File: config.mk
export PLATFORM = sky130hd
export DESIGN_NAME = usb3_line_sequencer
export DESIGN_NICKNAME = d
export VERILOG_FILES = /design/src/rtl/usb3_line_sequencer.sv
export SDC_FILE = /design/constraint.sdc
export NUM_CORES = 1
export LEC_CHECK = 0
export ABC_AREA = 0
export BUFFER_PORTS_ARGS = -buffer_cell sky130_fd_sc_hd__buf_2
export CAP_MARGIN = 10
export CORE_UTILIZATION = 45
export CTS_BUF_LIST = sky130_fd_sc_hd__clkbuf_2
export DETAILED_ROUTE_END_ITERATION = 7
export PLACE_DENSITY = 0.81
export SLEW_MARGIN = 20
export SYNTH_ARGS = -nofsm -noshare
export SYNTH_HDL_FRONTEND = slang
export SYNTH_SLANG_ARGS = --single-unit
File: constraint.sdc
create_clock -name fpga_clk -period 1.6 [get_ports fpga_clk]
set_input_delay 0.32 -clock fpga_clk [delete_from_list [all_inputs] [get_ports fpga_clk]]
set_output_delay 0.32 -clock fpga_clk [all_outputs]
set_load 0.02 [all_outputs]
File: src/rtl/usb3_line_sequencer.sv
// Read-side sequencer for the USB3 FIFO: bursts one display line at a time
// into the SLM line buffer, tracking line/frame position and FIFO underruns.
module usb3_line_sequencer #(
  parameter int WORDS_PER_LINE  = 40,
  parameter int LINES_PER_FRAME = 1280,
  parameter int ADDR_W          = 6,
  parameter int LINE_W          = 11
) (
  input  logic              fpga_clk,
  input  logic              reset_n,
  input  logic              enable,
  input  logic              fifo_empty,
  input  logic              fifo_dataline_available,
  output logic              get_next_word,
  input  logic [31:0]       fifo_data_out,
  input  logic              buf_free,
  output logic              buf_wr_en,
  output logic [ADDR_W-1:0] buf_wr_addr,
  output logic [31:0]       buf_wr_data,
  output logic              line_done,
  output logic [LINE_W-1:0] line_index,
  output logic              frame_done,
  output logic              underrun_err,
  output logic              busy
);

  localparam int CNT_W = $clog2(WORDS_PER_LINE + 1);
  localparam logic [CNT_W-1:0] LAST_CNT = CNT_W'(WORDS_PER_LINE);
  localparam logic [LINE_W-1:0] LAST_LINE = LINE_W'(LINES_PER_FRAME - 1);

  typedef enum logic [1:0] {
    IDLE,
    READ,
    DRAIN,
    LDONE
  } state_t;

  state_t            state, state_d;
  logic [CNT_W-1:0]  cnt, cnt_d;
  logic [ADDR_W-1:0] addr_d;
  logic [LINE_W-1:0] idx_d;
  logic              gnw_d, wr_en_d, done_d, frame_d, err_d, busy_d;
  logic              start, take;

  assign start = enable & fifo_dataline_available & buf_free;
  assign take  = ~fifo_empty;

  // FIFO data is valid in the cycle after the read, which is the write
  // cycle; gating keeps the data bus at zero whenever no write is strobed.
  assign buf_wr_data = buf_wr_en ? fifo_data_out : 32'd0;

  always_comb begin
    state_d = state;
    cnt_d   = cnt;
    gnw_d   = 1'b0;
    wr_en_d = get_next_word;
    addr_d  = buf_wr_en ? buf_wr_addr + 1'b1 : buf_wr_addr;
    done_d  = 1'b0;
    frame_d = 1'b0;
    idx_d   = line_index;
    err_d   = underrun_err;
    unique case (state)
      IDLE: begin
        if (start) begin
          state_d = READ;
          gnw_d   = take;
          cnt_d   = CNT_W'(take);
        end
      end
      READ: begin
        if (cnt == LAST_CNT) begin
          state_d = DRAIN;
        end else begin
          gnw_d = take;
          cnt_d = cnt + CNT_W'(take);
          if (fifo_empty) err_d = 1'b1;
        end
      end
      DRAIN: begin
        state_d = LDONE;
        done_d  = 1'b1;
        frame_d = (line_index == LAST_LINE);
      end
      LDONE: begin
        state_d = IDLE;
        cnt_d   = '0;
        addr_d  = '0;
        idx_d   = (line_index == LAST_LINE) ? '0 : line_index + 1'b1;
      end
      default: state_d = IDLE;
    endcase
    busy_d = (state_d != IDLE);
  end

  always_ff @(posedge fpga_clk) begin
    if (!reset_n) begin
      state         <= IDLE;
      cnt           <= '0;
      get_next_word <= 1'b0;
      buf_wr_en     <= 1'b0;
      buf_wr_addr   <= '0;
      line_done     <= 1'b0;
      frame_done    <= 1'b0;
      line_index    <= '0;
      underrun_err  <= 1'b0;
      busy          <= 1'b0;
    end else begin
      state         <= state_d;
      cnt           <= cnt_d;
      get_next_word <= gnw_d;
      buf_wr_en     <= wr_en_d;
      buf_wr_addr   <= addr_d;
      line_done     <= done_d;
      frame_done    <= frame_d;
      line_index    <= idx_d;
      underrun_err  <= err_d;
      busy          <= busy_d;
    end
  end

endmodule

==> results.toml, run 1 <==
[clock_tree]
cts_buffers = 5
cts_sinks = 31
h-tree-depth = 2
cts_tree = "yes"
clkLatencyLatePin_ps = 360
cts.clk_slew.worst_paths_ps = 150
cts_buffer_depth = 2
cts-root-buf = "clkbuf_2"

[critical_path]
crit_type = "register to output port"
r2r_start = "line_index[0]"
start_kind = "register"
end_kind = "output port"
worst-path-max-fanout = 34
crit_path_start = "buf_wr_en"
cp.required_ps = 1280
cp.arrival_ps = 1190

[placed_design]
gp_congestion = 0.814
placed_area_um2 = 2190
portBuffers = 92
dpl.hpwl_um = 3170
pre_cts_slack_ps = 121

[sta]
skew_ps = 11.3
worst_slew_pin_slew_ps = 393
fin_crit_ps = 1510
relSlewSlack = 0.738
tns_ps = 0
rsz0062_at_grt = "false"
slew_violations = 0
period_share = 0.946
fin_ws_ps = 86.0
fmax_mhz = 661
timing.final.hold_violations = 0
setup_violations = 0

[logic_synthesis]
synth_top_area_cell = "dfxtp_1"
syn-cell-area_um2 = 1600
yosys_register_bits = 31
post-synth-top-count-cell = "and2_1"
synth_cells = 198
syn_area_per_cell_um2 = 8.10
synthTopCellsByArea = "dfxtp_1, and2_1, nor2_1"
ys_seq_area_frac = 0.387
ys_types = 37
yosysTopAreaCellShare = 0.387
synth_warnings = 0
ys_async_sr_fraction = 0
synth_nets = 240
synth-edff-count = 0
synth_common_cells = "and2_1, dfxtp_1, nor2_1"
ys_dominant_reg_cell = "dfxtp_1"

[routing]
routedWlPerCell_um = 11.4
ant_nets = 0
avgViaCountPerCell = 4.88
drc = 0
drt_pass1_iterations = 4
drt_iter0_markers = 52
routed_wl_um = 3980
route.vias.total = 1698

[die]
dieArea_um2 = 3810
core_um2 = 3360
num_rows = 21
die_w_um = 61.7
io_pins = 93
start_util = 0.477
die_h_um = 61.7

[status]
status = "finished, final reports clean"

[grt]
grt_max_degree = 35
grt_use_total = 0.210
overflow = 0
grt_pass1_wl_um = 5810
grt_pass1_vias = 1359
antenna_found_initial = 0

[power]
finalPower_uw = 1310
p_per_area_nw_per_um2 = 582
p_leak_uw = 0.00116
peakVddDrop_mv = 0.498

[run]
maxCapViolCount = 0

[finish]
layout.nets = 343
design_area_um2 = 2240
layout-drive-gt1-share = 0.407
n_antenna_cell = 0
area_delta_synth_final_pct = 39.8

[min_path]
hold_path.class = "input port to register"
min-delay-start = "fifo_empty"
[worst max-delay path, cell delays in order (launching register included)]
cell and delay [ps]:
dfxtp_4 390, buf_12 150, and2_1 140, buf_2 160
[area by class of cell]
type | instances | area (µm²)
clock inverters | 1 | 5.00
clock buffers | 7 | 35.0
repair buffers | 105 | 571
well taps | 46 | 57.6
inverters | 4 | 15.0
multi-input cells | 154 | 932
fillers | 313 | 1120
flip-flops and latches | 31 | 627
[flip-flops by register name, indices dropped and copies added (netlist names)]
name,cells
line_index,11
buf_wr_addr,6
cnt,6
state,2
buf_wr_en,1
busy,1
frame_done,1
get_next_word,1
line_done,1
underrun_err,1
[cells by family (layout without fill, tap and decap cells)]
| group | after synthesis | in the layout | share of synthesized area |
|---|---|---|---|
| adders and majority gates | 4 | 4 | 0.0312 |
| xor gates and xnor gates | 12 | 12 | 0.0655 |
| DFF | 31 | 31 | 0.387 |
| buffers and inverters | 13 | 117 | 0.0328 |
| and+or+nand+nor | 108 | 108 | 0.371 |
| AOI/OAI and AO/OA | 29 | 29 | 0.106 |
| muxes | 1 | 1 | 0.00624 |
[report_power, final]
part,switching [µW],internal (µW)
registers,6.60,778
logic,73.3,67.0
clock network,261,119
[worst paths after layout]
check	end	slack, ps	cells past startpoint
max reg2reg	line_index[1]	90	5
max	buf_wr_data[15]	90	3
min	get_next_word	170	2
min reg2reg	line_index[1]	490	2
[layout by cell type, fill, tap and decap left out, types with 2 or more instances in the layout]
cell type  instances
nand4_1            6
and2_1            33
buf_2             92
clkbuf_2           7
o21ai_0            5
xor2_1             7
nand3_1            3
xnor2_1            5
nor2b_1            2
and3_1             3
buf_4             12
a21oi_1           14
dfxtp_1           28
nor2_1            27
dfxtp_2            2
a31oi_1            2
nor3_1             6
inv_1              4
nand2b_1           3
nand2_1           15
ha_1               4
[through the flow]
stage / util / hold slack, ps / instances
2_1_floorplan: - / 399 / 198
3_3_place_gp: 0.651 / 449 / 339
3_5_place_dp: 0.651 / 460 / 339
4_1_cts: 0.664 / 136 / 347
5_1_grt: 0.667 / 149 / 348
6_report: 0.667 / 165 / 348
[metal layers]
layer	routed length, µm	global-route usage	up-vias	part of all wire
met4	50	0.0730	0	0.013
met2	1940	0.379	70	0.49
met5	0	0	-	0
met3	353	0.0621	5	0.089
li1	-	-	876	-
met1	1640	0.234	747	0.41
[what timing repair did]
action | CTS | global route
hold buffers | 0 | 0
gates resized for setup | 2 | 1
endpoints found under the setup margin | 32 | 31
setup buffers | 0 | 1
(Power assumes the default switching activity.)
==> run 2, diff against run 1 <==
--- a/config.mk
+++ b/config.mk
@@ -11,7 +11,9 @@
 export CORE_UTILIZATION = 45
 export CTS_BUF_LIST = sky130_fd_sc_hd__clkbuf_2
 export DETAILED_ROUTE_END_ITERATION = 7
+export GPL_TIMING_DRIVEN = 1
 export PLACE_DENSITY = 0.81
+export REMOVE_ABC_BUFFERS = 1
 export SLEW_MARGIN = 20
 export SYNTH_ARGS = -nofsm -noshare
 export SYNTH_HDL_FRONTEND = slang
==> constraint.sdc (replaced) <==
create_clock -name fpga_clk -period 1.6 [get_ports fpga_clk]
set_input_delay 0.16 -clock fpga_clk [delete_from_list [all_inputs] [get_ports fpga_clk]]
set_output_delay 0.16 -clock fpga_clk [all_outputs]
set_load 0.02 [all_outputs]
==> results.toml, run 2 (same netlist as run 1, synthesis figures left out) <==
[grt]
busiest_layer = "met2"
antenna_found_initial = 0
use_met1 = 0.248
grt_use_total = 0.218
grt_util_met3 = 0.0435
met2_usage = 0.392
grt_max_degree = 22
overflow = 0
grt_pass1_wl_um = 5980
grt_pass1_vias = 1390

[finish]
mostFrequentLayoutCell = "buf_2"
n_antenna_cell = 0
largest_register_ffs = 11
layout-drive-gt1-share = 0.399
final_cell_mix = "buf_2, and2_1, dfxtp_1"
layout.nets = 344
reg_top3 = "line_index (11), buf_wr_addr (6), cnt (6)"
max_flop_register = "line_index"
area_delta_synth_final_pct = 39.7

[die]
die_h_um = 61.7
dieArea_um2 = 3810
die_w_um = 61.7
num_rows = 21
io_pins = 93
start_util = 0.477
core_um2 = 3360

[critical_path]
path_delay_family = "simple AND/OR/NAND/NOR gates"
crit_slowest_cell = "or4_4"
crit_type = "register to register"
worst-path-buf-inv = 0
cp.arrival_ps = 1730
start_kind = "register"
end_kind = "register"
worst-path-max-fanout = 4
path_cells = "ha_1 -> nand3_2 -> or4_4 -> nand4_1 -> a21oi_1"
rr_worst_depth = 5
cp.required_ps = 1880
r2r_setup_slack_ps = 150
critPathMaxStageDelay_ps = 540
r2r_start = "line_index[1]"
r2r-end = "line_index[1]"

[routing]
route.vias.total = 1739
routed_wl_um = 3990
drt_iter0_markers = 57
drc = 0
drt_pass1_iterations = 4
ant_nets = 0
avgViaCountPerCell = 4.98
routedWlPerCell_um = 11.4

[power]
p_int_uw = 945
switchingPower_uw = 355
finalPower_uw = 1300
netSwitchingFraction = 0.273
pwr-share-seq = 0.605
p_comb_frac = 0.107
p_leak_uw = 0.00116
clkPwrFrac = 0.288
peakVddDrop_mv = 0.353
p_per_area_nw_per_um2 = 580

[clock_tree]
h-tree-depth = 2
cts_buffers = 5
cts_sinks = 31
cts_buffer_depth = 2
cts_tree = "yes"
clkLatencyLatePin_ps = 370
cts-root-buf = "clkbuf_2"
cts.clk_slew.worst_paths_ps = 160

[sta]
period_share = 0.904
rsz0062_at_grt = "false"
slew_violations = 0
fin_crit_ps = 1450
skew_ps = 12.7
fmax_mhz = 691
worst_slew_pin_slew_ps = 364
relSlewSlack = 0.754
setup_violations = 0
timing.final.hold_violations = 0
whs_ps = 44.7

[run]
maxCapViolCount = 0

[min_path]
min_path_cells = 2
min_to = "state[1]"
min-delay-start = "reset_n"
hold_path.class = "input port to register"

[placed_design]
gp_congestion = 0.778
dpl.hpwl_um = 3140
portBuffers = 92

[status]
status = "finished, final reports clean"
-- run 2: worst max-delay path by stage --
stage | start | endpoint | slack (ps) | cells past startpoint
final | line_index[1] | line_index[1] | 150 | 5
after global routing | line_index[0] | line_index[5] | 40 | 6
after CTS | line_index[1] | line_index[1] | 110 | 5
after detailed placement | line_index[1] | line_index[3] | 130 | 6
after global placement | line_index[1] | line_index[1] | 190 | 5
after floorplan | buf_wr_en | buf_wr_addr[5] | -40 | 3
-- run 2: layer usage --
| metal | wire length, µm | part of all wire | up-vias |
|---|---|---|---|
| li1 | - | - | 877 |
| met1 | 1650 | 0.41 | 773 |
| met2 | 1960 | 0.49 | 81 |
| met3 | 311 | 0.078 | 8 |
| met4 | 64 | 0.016 | 0 |
| met5 | 0 | 0 | - |
-- run 2: power by group through the flow --
| stage | sequential, µW | clock [µW] | combinational [µW] |
|---|---|---|---|
| global placement | 802 | 0 | 137 |
| global route | 788 | 441 | 156 |
| detailed placement | 803 | 0 | 138 |
| floorplan | 812 | 0 | 54.4 |
| finish | 786 | 375 | 139 |
| CTS | 787 | 390 | 140 |
-- run 2: final cells by class --
cell class | instances | area [µm²]
fill | 293 | 1120
multi-input combinational | 154 | 938
sequential | 31 | 622
timing repair buffer | 106 | 568
tap | 46 | 57.6
clock buffer | 5 | 25.0
clock inverter | 3 | 15.0
inverter | 4 | 15.0
-- run 2: repair_timing --
item                                    CTS  global route
setup buffers                             0             0
endpoints found under the setup margin    0             7
gates resized for setup                   0             2
hold buffers                              1             0
hold endpoints to repair                  1             0
-- run 2: stage by stage --
step / util / setup WS, ps / TNS, ps / cell area [µm²] / cells
after global placement: 0.649 / 190 / 0 / 2180 / 340
after global routing: 0.666 / 37.9 / 0 / 2240 / 349
final: 0.666 / 153 / 0 / 2240 / 349
after CTS: 0.664 / 112 / 0 / 2230 / 349
after detailed placement: 0.649 / 130 / 0 / 2180 / 340
after floorplan: - / -42.0 / -80.1 / 1570 / 189
-- run 2: worst reg2reg max path: stages, from the launching register on --
cell,delay [ps]
dfxtp_2,380
ha_1,180
nand3_2,100
or4_4,540
nand4_1,110
a21oi_1,60
